<file path="src/rtl/shift_rows.sv">
// Byte-serial AES ShiftRows with ping-pong 16-byte banks.
// Bytes enter and leave in column-major order.
module shift_rows (
   input  logic       clock,
   input  logic       reset,
   input  logic       enable,
   input  logic [7:0] inbyte,
   output logic [7:0] outbyte,
   output logic       ready
);

   logic [7:0] mem [32];
   logic       wbank;
   logic       rbank;
   logic       streaming;
   logic [3:0] widx;
   logic [3:0] ridx;
   logic       done;

   // Output byte k at row r, col c reads input col (c+r) mod 4.
   function automatic logic [3:0] src_idx(input logic [3:0] k);
      logic [1:0] c;
      c = k[3:2] + k[1:0];
      return {c, k[1:0]};
   endfunction

   assign done = enable && (widx == 4'hf);

   always_ff @(posedge clock) begin
      if (enable)
         mem[{wbank, widx}] <= inbyte;
   end

   // Completion edge emits byte 0 itself, so streaming resumes at index 1.
   always_ff @(posedge clock) begin
      if (reset) begin
         wbank     <= 1'b0;
         widx      <= 4'h0;
         rbank     <= 1'b0;
         ridx      <= 4'h0;
         streaming <= 1'b0;
         outbyte   <= 8'h00;
         ready     <= 1'b0;
      end else begin
         if (enable) begin
            widx <= widx + 4'h1;
            if (widx == 4'hf)
               wbank <= ~wbank;
         end
         if (done) begin
            rbank     <= wbank;
            ridx      <= 4'h1;
            streaming <= 1'b1;
            outbyte   <= mem[{wbank, 4'h0}];
            ready     <= 1'b1;
         end else if (streaming) begin
            outbyte <= mem[{rbank, src_idx(ridx)}];
            ready   <= 1'b1;
            ridx    <= ridx + 4'h1;
            if (ridx == 4'hf)
               streaming <= 1'b0;
         end else begin
            outbyte <= 8'h00;
            ready   <= 1'b0;
         end
      end
   end

endmodule

</file>
<file path="config.mk">
export PLATFORM = sky130hd
export DESIGN_NAME = shift_rows
export DESIGN_NICKNAME = d
export VERILOG_FILES = /design/src/rtl/shift_rows.sv
export SDC_FILE = /design/constraint.sdc
export NUM_CORES = 1
export LEC_CHECK = 0
export CAP_MARGIN = 15
export CORE_ASPECT_RATIO = 2
export CORE_MARGIN = 4
export CORE_UTILIZATION = 50
export CTS_CLUSTER_SIZE = 30
export DETAILED_ROUTE_END_ITERATION = 10
export PLACE_DENSITY = 0.66
export SLEW_MARGIN = 20
export SYNTH_ARGS = -nofsm -noshare
export SYNTH_HDL_FRONTEND = slang
export SYNTH_SLANG_ARGS = --single-unit
</file>
<file path="constraint.sdc">
create_clock -name clock -period 2.62 [get_ports clock]
set_input_delay 0.655 -clock clock [delete_from_list [all_inputs] [get_ports clock]]
set_output_delay 0.655 -clock clock [all_outputs]
set_load 0.05 [all_outputs]
</file>
==> results of run 1 <==
==> final timing paths <==
path / from / to / cells after the start
min reg2reg: widx[0]$_SDFFE_PP0P_ / widx[0]$_SDFFE_PP0P_ / 2
max: ridx[2]$_SDFFE_PP0P_ / outbyte[0]$_SDFF_PP0_ / 7
min: widx[0]$_SDFFE_PP0P_ / widx[0]$_SDFFE_PP0P_ / 2
max reg2reg: ridx[2]$_SDFFE_PP0P_ / outbyte[0]$_SDFF_PP0_ / 7
==> layout make-up <==
| class | count | share of cell area (%) |
|---|---|---|
| inverter | 8 | 0.236 |
| sequential | 277 | 63.7 |
| timing repair buffer | 88 | 5.75 |
| multi-input combinational | 298 | 21.8 |
| clock inverter | 14 | 1.04 |
| tap | 276 | 2.71 |
| clock buffer | 28 | 4.83 |
==> routing by layer <==
| layer | part of all wire (%) | up-vias | wire length (um) |
|---|---|---|---|
| met4 | 5.7 | 0 | 1490 |
| met3 | 3.8 | 67 | 984 |
| met2 | 57 | 196 | 14700 |
| li1 | - | 2625 | - |
| met1 | 34 | 3089 | 8850 |
| met5 | 0 | - | 0 |
==> stage by stage <==
stage	setup slack [ns]	hold slack, ns	total power, W	util [%]	instance area (sq um)
6_report	0.185	0.588	0.00848	57.8	12700
5_1_grt	0.0528	0.601	0.00874	57.8	12700
4_1_cts	0.181	0.581	0.00855	57.8	12700
3_5_place_dp	0.00663	0.563	0.00515	54.4	12000
3_3_place_gp	0.0135	0.548	0.00514	54.4	12000
2_1_floorplan	0.622	0.517	0.00502	-	11100
==> cell usage in the layout (no fill, tap or decap), drive strengths merged, types with 12 or more instances in the layout <==
cell type,n
edfxtp,256
dfxtp,21
nand2,25
clkbuf,28
mux2i,29
a211oi,12
clkdlybuf4s50,19
nor2,58
a21oi,15
mux4,51
o21ai,16
buf,69
==> synth_stat cells, drive strengths merged (8+ instances only) <==
cell / number / area [sq um]
a21oi: 15 / 75.1
edfxtp: 256 / 7690
mux4: 51 / 1170
buf: 26 / 205
o21ai: 16 / 80.1
a211oi: 12 / 90.1
nor2: 58 / 218
nand2: 25 / 93.8
nor3: 8 / 40.0
dfxtp: 21 / 420
mux2i: 29 / 290
==> power groups by stage <==
stage / logic, W / registers [W] / clock network, W
after floorplan: 0.0000597 / 0.00496 / 0
after global placement: 0.000185 / 0.00496 / 0
after detailed placement: 0.000193 / 0.00496 / 0
after CTS: 0.000194 / 0.00486 / 0.00349
after global routing: 0.000206 / 0.00486 / 0.00367
final: 0.000192 / 0.00486 / 0.00343
==> registers in the layout, summed over array words and instances, names as in the netlist, named ones only <==
signal and count:
streaming 1, ready 1, rbank 1, mem 256, ridx 4, outbyte 8, widx 4, wbank 1
==> cell families after synthesis <==
family | Yosys count | share of synthesized area (%)
and+or+nand+nor | 116 | 4.55
AOI/OAI and AO/OA | 79 | 4.94
DFF | 277 | 72.8
buffers and inverters | 40 | 2.31
muxes | 86 | 13.7
xor gates and xnor gates | 11 | 0.989
adders and majority gates | 6 | 0.674
==> critical path: cells and delay by family, from the launching register on <==
| family | cells | cell delay (ns) |
|---|---|---|
| AOI/OAI and AO/OA | 3 | 0.59 |
| and+or+nand+nor | 1 | 0.06 |
| buffers and inverters | 2 | 0.72 |
| adders and majority gates | 1 | 0.57 |
| DFF | 1 | 0.36 |
==> flow_metrics.tcl, run 1 <==
set metrics [dict create \
    post_cts_buffers 0 \
    dieWidth_um 114 \
    dp_hpwl_um 18300 \
    drive_above_1_share_pct 22.2 \
    grt_usage_pct 21.7 \
    vdd_ir_drop_max_mv 0.484 \
    cts_buffer_depth 3 \
    num_rows 77 \
    switching_share_pct 19.9 \
    tightest_slew_ns 0.593 \
    layout.cells.non_filler 989 \
    pwr-share-seq_pct 57.3 \
    layout.nets 714 \
    p_comb_share_pct 2.3 \
    drv_slew 0 \
    cp_max_fo 12 \
    die_h_um 219 \
    clkLatencyLatePin_ns 0.53 \
    slowest_stage "ha_2" \
    synth_warnings 0 \
    num-fill-cells 1668 \
    seq_area_frac_synth_pct 72.8 \
    syn_nets 632 \
    cts_tree "yes" \
    cts.htree.levels 1 \
    fin_tns_setup_ns 0 \
    synth_enable_flop_cells 256 \
    first_pass_iters 5 \
    wl_per_cell_um 26.3 \
    drtIter0Drc 495 \
    ys_types 55 \
    dieArea_sq_um 24900 \
    max_freq_mhz 411 \
    yosys_most_used_dff "edfxtp_1" \
    cp_cell_sequence "ha_2 > clkinv_1 > buf_4 > nand2_1 > a21oi_1 > o21ai_0 > o211ai_1" \
    cts_made_buffers 24 \
    wirelength_um 26100 \
    grt_max_degree 53 \
    clock_skew_ns 0.0115 \
    ys_seq_elements 277 \
    busiest_layer "met2" \
    hold_viol 0 \
    worst_hold_path_type "reg2reg" \
    r2r_setup_slack_ns 0.18 \
    rsz0062_at_grt "false" \
    power_density_nw_per_um2 666 \
    async_flop_share_pct 0 \
    ios 20 \
    arrival_ns 2.82 \
    globalRouteMet3Util_pct 2.10 \
    multi_input_area_sq_um 2770 \
    antenna_left 0 \
    p_switching_w 0.00169 \
    max_cap_viol_count 0 \
    internal_power_w 0.00680 \
    seq_area_sq_um 8110 \
    postSynthCellCount 615 \
    grt_pass1_vias 6341 \
    coreArea_sq_um 22100 \
    drc 0 \
    finalCritPeriodShare_pct 93.0 \
    critPathMaxStageDelay_ns 0.57 \
    netlist_area_sq_um 11100 \
    cts_resized 0 \
    io_buffers 19 \
    use_met1_pct 23.8 \
    antenna_cells 0 \
    grt_pass1_wl_um 39500 \
    cp-end-kind "flop" \
    viasPerCell 6.04 \
    setup_viol 0 \
    period_needed_ns 2.44 \
    area_delta_synth_final_pct 14.4 \
    num_vias 5977 \
    cts_root_buffer "clkbuf_16" \
    antenna_found_initial 0 \
    p_leak_nw 4.11 \
    clkSinkCount 277 \
    power_frac_clock_pct 40.4 \
    start_util_pct 50.5 \
    start_kind "flop" \
    critPathRequiredTime_ns 3.00 \
    ctsHoldBuffers 0 \
    outcome "completed" \
    clk_pin_slew_worst_paths_ns 0.07 \
    dp_cells 947 \
    syn_avg_cell_area_sq_um 18.1 \
    place.gp.congestion 0.957 \
    use_met2_pct 40.5 \
    path_class "reg2reg" \
    max-slew-margin-rel_pct 60.3 \
    grt_overflow 0 \
]
Note: power is estimated with default switching activity, not from simulation.
==> inputs of run 2 (changes only) <==
--- a/config.mk
+++ b/config.mk
@@ -8,10 +8,10 @@
 export CAP_MARGIN = 15
 export CORE_ASPECT_RATIO = 2
 export CORE_MARGIN = 4
-export CORE_UTILIZATION = 50
+export CORE_UTILIZATION = 31
 export CTS_CLUSTER_SIZE = 30
 export DETAILED_ROUTE_END_ITERATION = 10
-export PLACE_DENSITY = 0.66
+export PLACE_DENSITY = 0.47
 export SLEW_MARGIN = 20
 export SYNTH_ARGS = -nofsm -noshare
 export SYNTH_HDL_FRONTEND = slang
==> constraint.sdc (replaced) <==
create_clock -name clock -period 2.05 [get_ports clock]
set_input_delay 0.5125 -clock clock [delete_from_list [all_inputs] [get_ports clock]]
set_output_delay 0.5125 -clock clock [all_outputs]
set_load 0.05 [all_outputs]
==> flow_metrics.tcl, run 2 (synthesis gave the netlist of run 1 again) <==
set metrics [dict create \
    outcome "completed" \
    die_h_um 276 \
    path_delay_family "multiplexers" \
    cts.htree.levels 1 \
    clkSinkCount 277 \
    antenna_left 0 \
    cts_buffer_depth 3 \
    coreArea_sq_um 35700 \
    max_freq_mhz 488 \
    num_rows 98 \
    max_cap_viol_count 0 \
    clk_pin_slew_worst_paths_ns 0.07 \
    num_vias 6049 \
    antenna_cells 0 \
    dieArea_sq_um 39200 \
    io_buffers 19 \
    fin_util_pct 39.0 \
    drv_slew 0 \
    vdd_ir_drop_max_mv 0.509 \
    cts_tree "yes" \
    antenna_found_initial 0 \
    wl_per_cell_um 24.0 \
    path_class "reg2reg" \
    area_delta_synth_final_pct 24.9 \
    setup_viol 0 \
    slowest_stage "mux4_2" \
    grt_max_degree 33 \
    layout.nets 776 \
    largestRegisters "mem x256, outbyte x8" \
    clock_skew_ns 0.0160 \
    grt_pass1_vias 6687 \
    grt_overflow 0 \
    p_leak_nw 4.63 \
    layout_commonest_cell "edfxtp_1" \
    clkLatencyLatePin_ns 0.53 \
    num-fill-cells 3232 \
    drive_above_1_share_pct 33.3 \
    grt_usage_pct 15.2 \
    critPathMaxStageDelay_ns 0.50 \
    critPathRequiredTime_ns 2.46 \
    crit_path_frequent_cell "buf_8" \
    cts_root_buffer "clkbuf_16" \
    crit_buf_inv 4 \
    start_kind "flop" \
    first_pass_iters 5 \
    fin_hold_ws_ns 0.592 \
    tightest_slew_ns 0.625 \
    period_needed_ns 2.05 \
    dieWidth_um 142 \
    finalCritPeriodShare_pct 99.9 \
    largest_register "mem" \
    place.gp.congestion 0.873 \
    rsz0062_at_grt "true" \
    cp_max_fo 5 \
    hold_viol 0 \
    drtIter0Drc 319 \
    power_density_nw_per_um2 815 \
    wirelength_um 29500 \
    ios 20 \
    start_util_pct 31.2 \
    grt_pass1_wl_um 43900 \
    drc 0 \
    dp_hpwl_um 20800 \
    cp_cell_sequence "buf_8 > buf_12 > buf_8 > mux4_2 > mux2i_1 > buf_4 > o32ai_2 > a211o_1" \
    cts_made_buffers 25 \
    arrival_ns 2.46 \
    max-slew-margin-rel_pct 58.2 \
    cp-end-kind "flop" \
    viasPerCell 4.93 \
    worst_hold_path_type "reg2reg" \
    largest_reg_flops 256 \
    most-common-layout-cells "256 x edfxtp_1, 109 x buf_4, 55 x nor2_1" \
]
run 2: worst register-to-register path, cell delays in order (launching register included):
cell     delay, ns
dfxtp_4       0.40
buf_8         0.15
buf_12        0.14
buf_8         0.10
mux4_2        0.50
mux2i_1       0.15
buf_4         0.17
o32ai_2       0.08
a211o_1       0.24
run 2: through the flow:
stage / instance area [sq um] / total power (W) / setup slack (ns) / cells / setup TNS [ns]
6_report: 13900 / 0.0113 / 0.00164 / 1227 / 0
5_1_grt: 13900 / 0.0117 / -0.0604 / 1227 / -0.271
4_1_cts: 13800 / 0.0115 / -0.0675 / 1228 / -0.240
3_5_place_dp: 12700 / 0.00662 / -0.340 / 1170 / -9.98
3_3_place_gp: 12700 / 0.00660 / -0.383 / 1170 / -12.45
2_1_floorplan: 11100 / 0.00641 / 0.0515 / 615 / 0
run 2: final timing paths:
kind / startpoint / to / slack (ns) / cells after the start
setup reg to reg: ridx[0]$_SDFFE_PP0P_ / outbyte[1]$_SDFF_PP0_ / 0.002 / 8
hold / removal: widx[0]$_SDFFE_PP0P_ / widx[0]$_SDFFE_PP0P_ / 0.59 / 2
setup / recovery: ridx[0]$_SDFFE_PP0P_ / outbyte[1]$_SDFF_PP0_ / 0.002 / 8
hold reg to reg: widx[0]$_SDFFE_PP0P_ / widx[0]$_SDFFE_PP0P_ / 0.59 / 2
run 2: area by class of cell:
class | count | area (sq um) | share of cell area [%]
Multi-Input combinational cell | 298 | 2930 | 21.1
Clock buffer | 27 | 633 | 4.55
Inverter | 8 | 30.0 | 0.216
Sequential cell | 277 | 8110 | 58.3
Tap cell | 450 | 563 | 4.05
Clock inverter | 18 | 208 | 1.49
Timing Repair Buffer | 149 | 1430 | 10.3
run 2: layer usage:
metal	vias up	share of wire (%)	global-route usage (%)
li1	2738	-	-
met1	3132	35	15.8
met2	131	58	29.5
met3	48	2.7	1.51
met4	0	4.7	6.90
met5	-	0	0
run 2: power breakdown:
part	switching [W]	leakage (nW)	internal, W
Combinational	0.000179	1.74	0.0000949
Sequential	0.0000181	2.48	0.00620
Clock	0.00209	0.414	0.00276
run 2: repair_timing:
action,in CTS,in global routing
hold buffers,0,0
buffers inserted,10,1
pin swaps,12,17
endpoints found under the setup margin,13,8
gates resized for setup,38,23
gates cloned,3,0
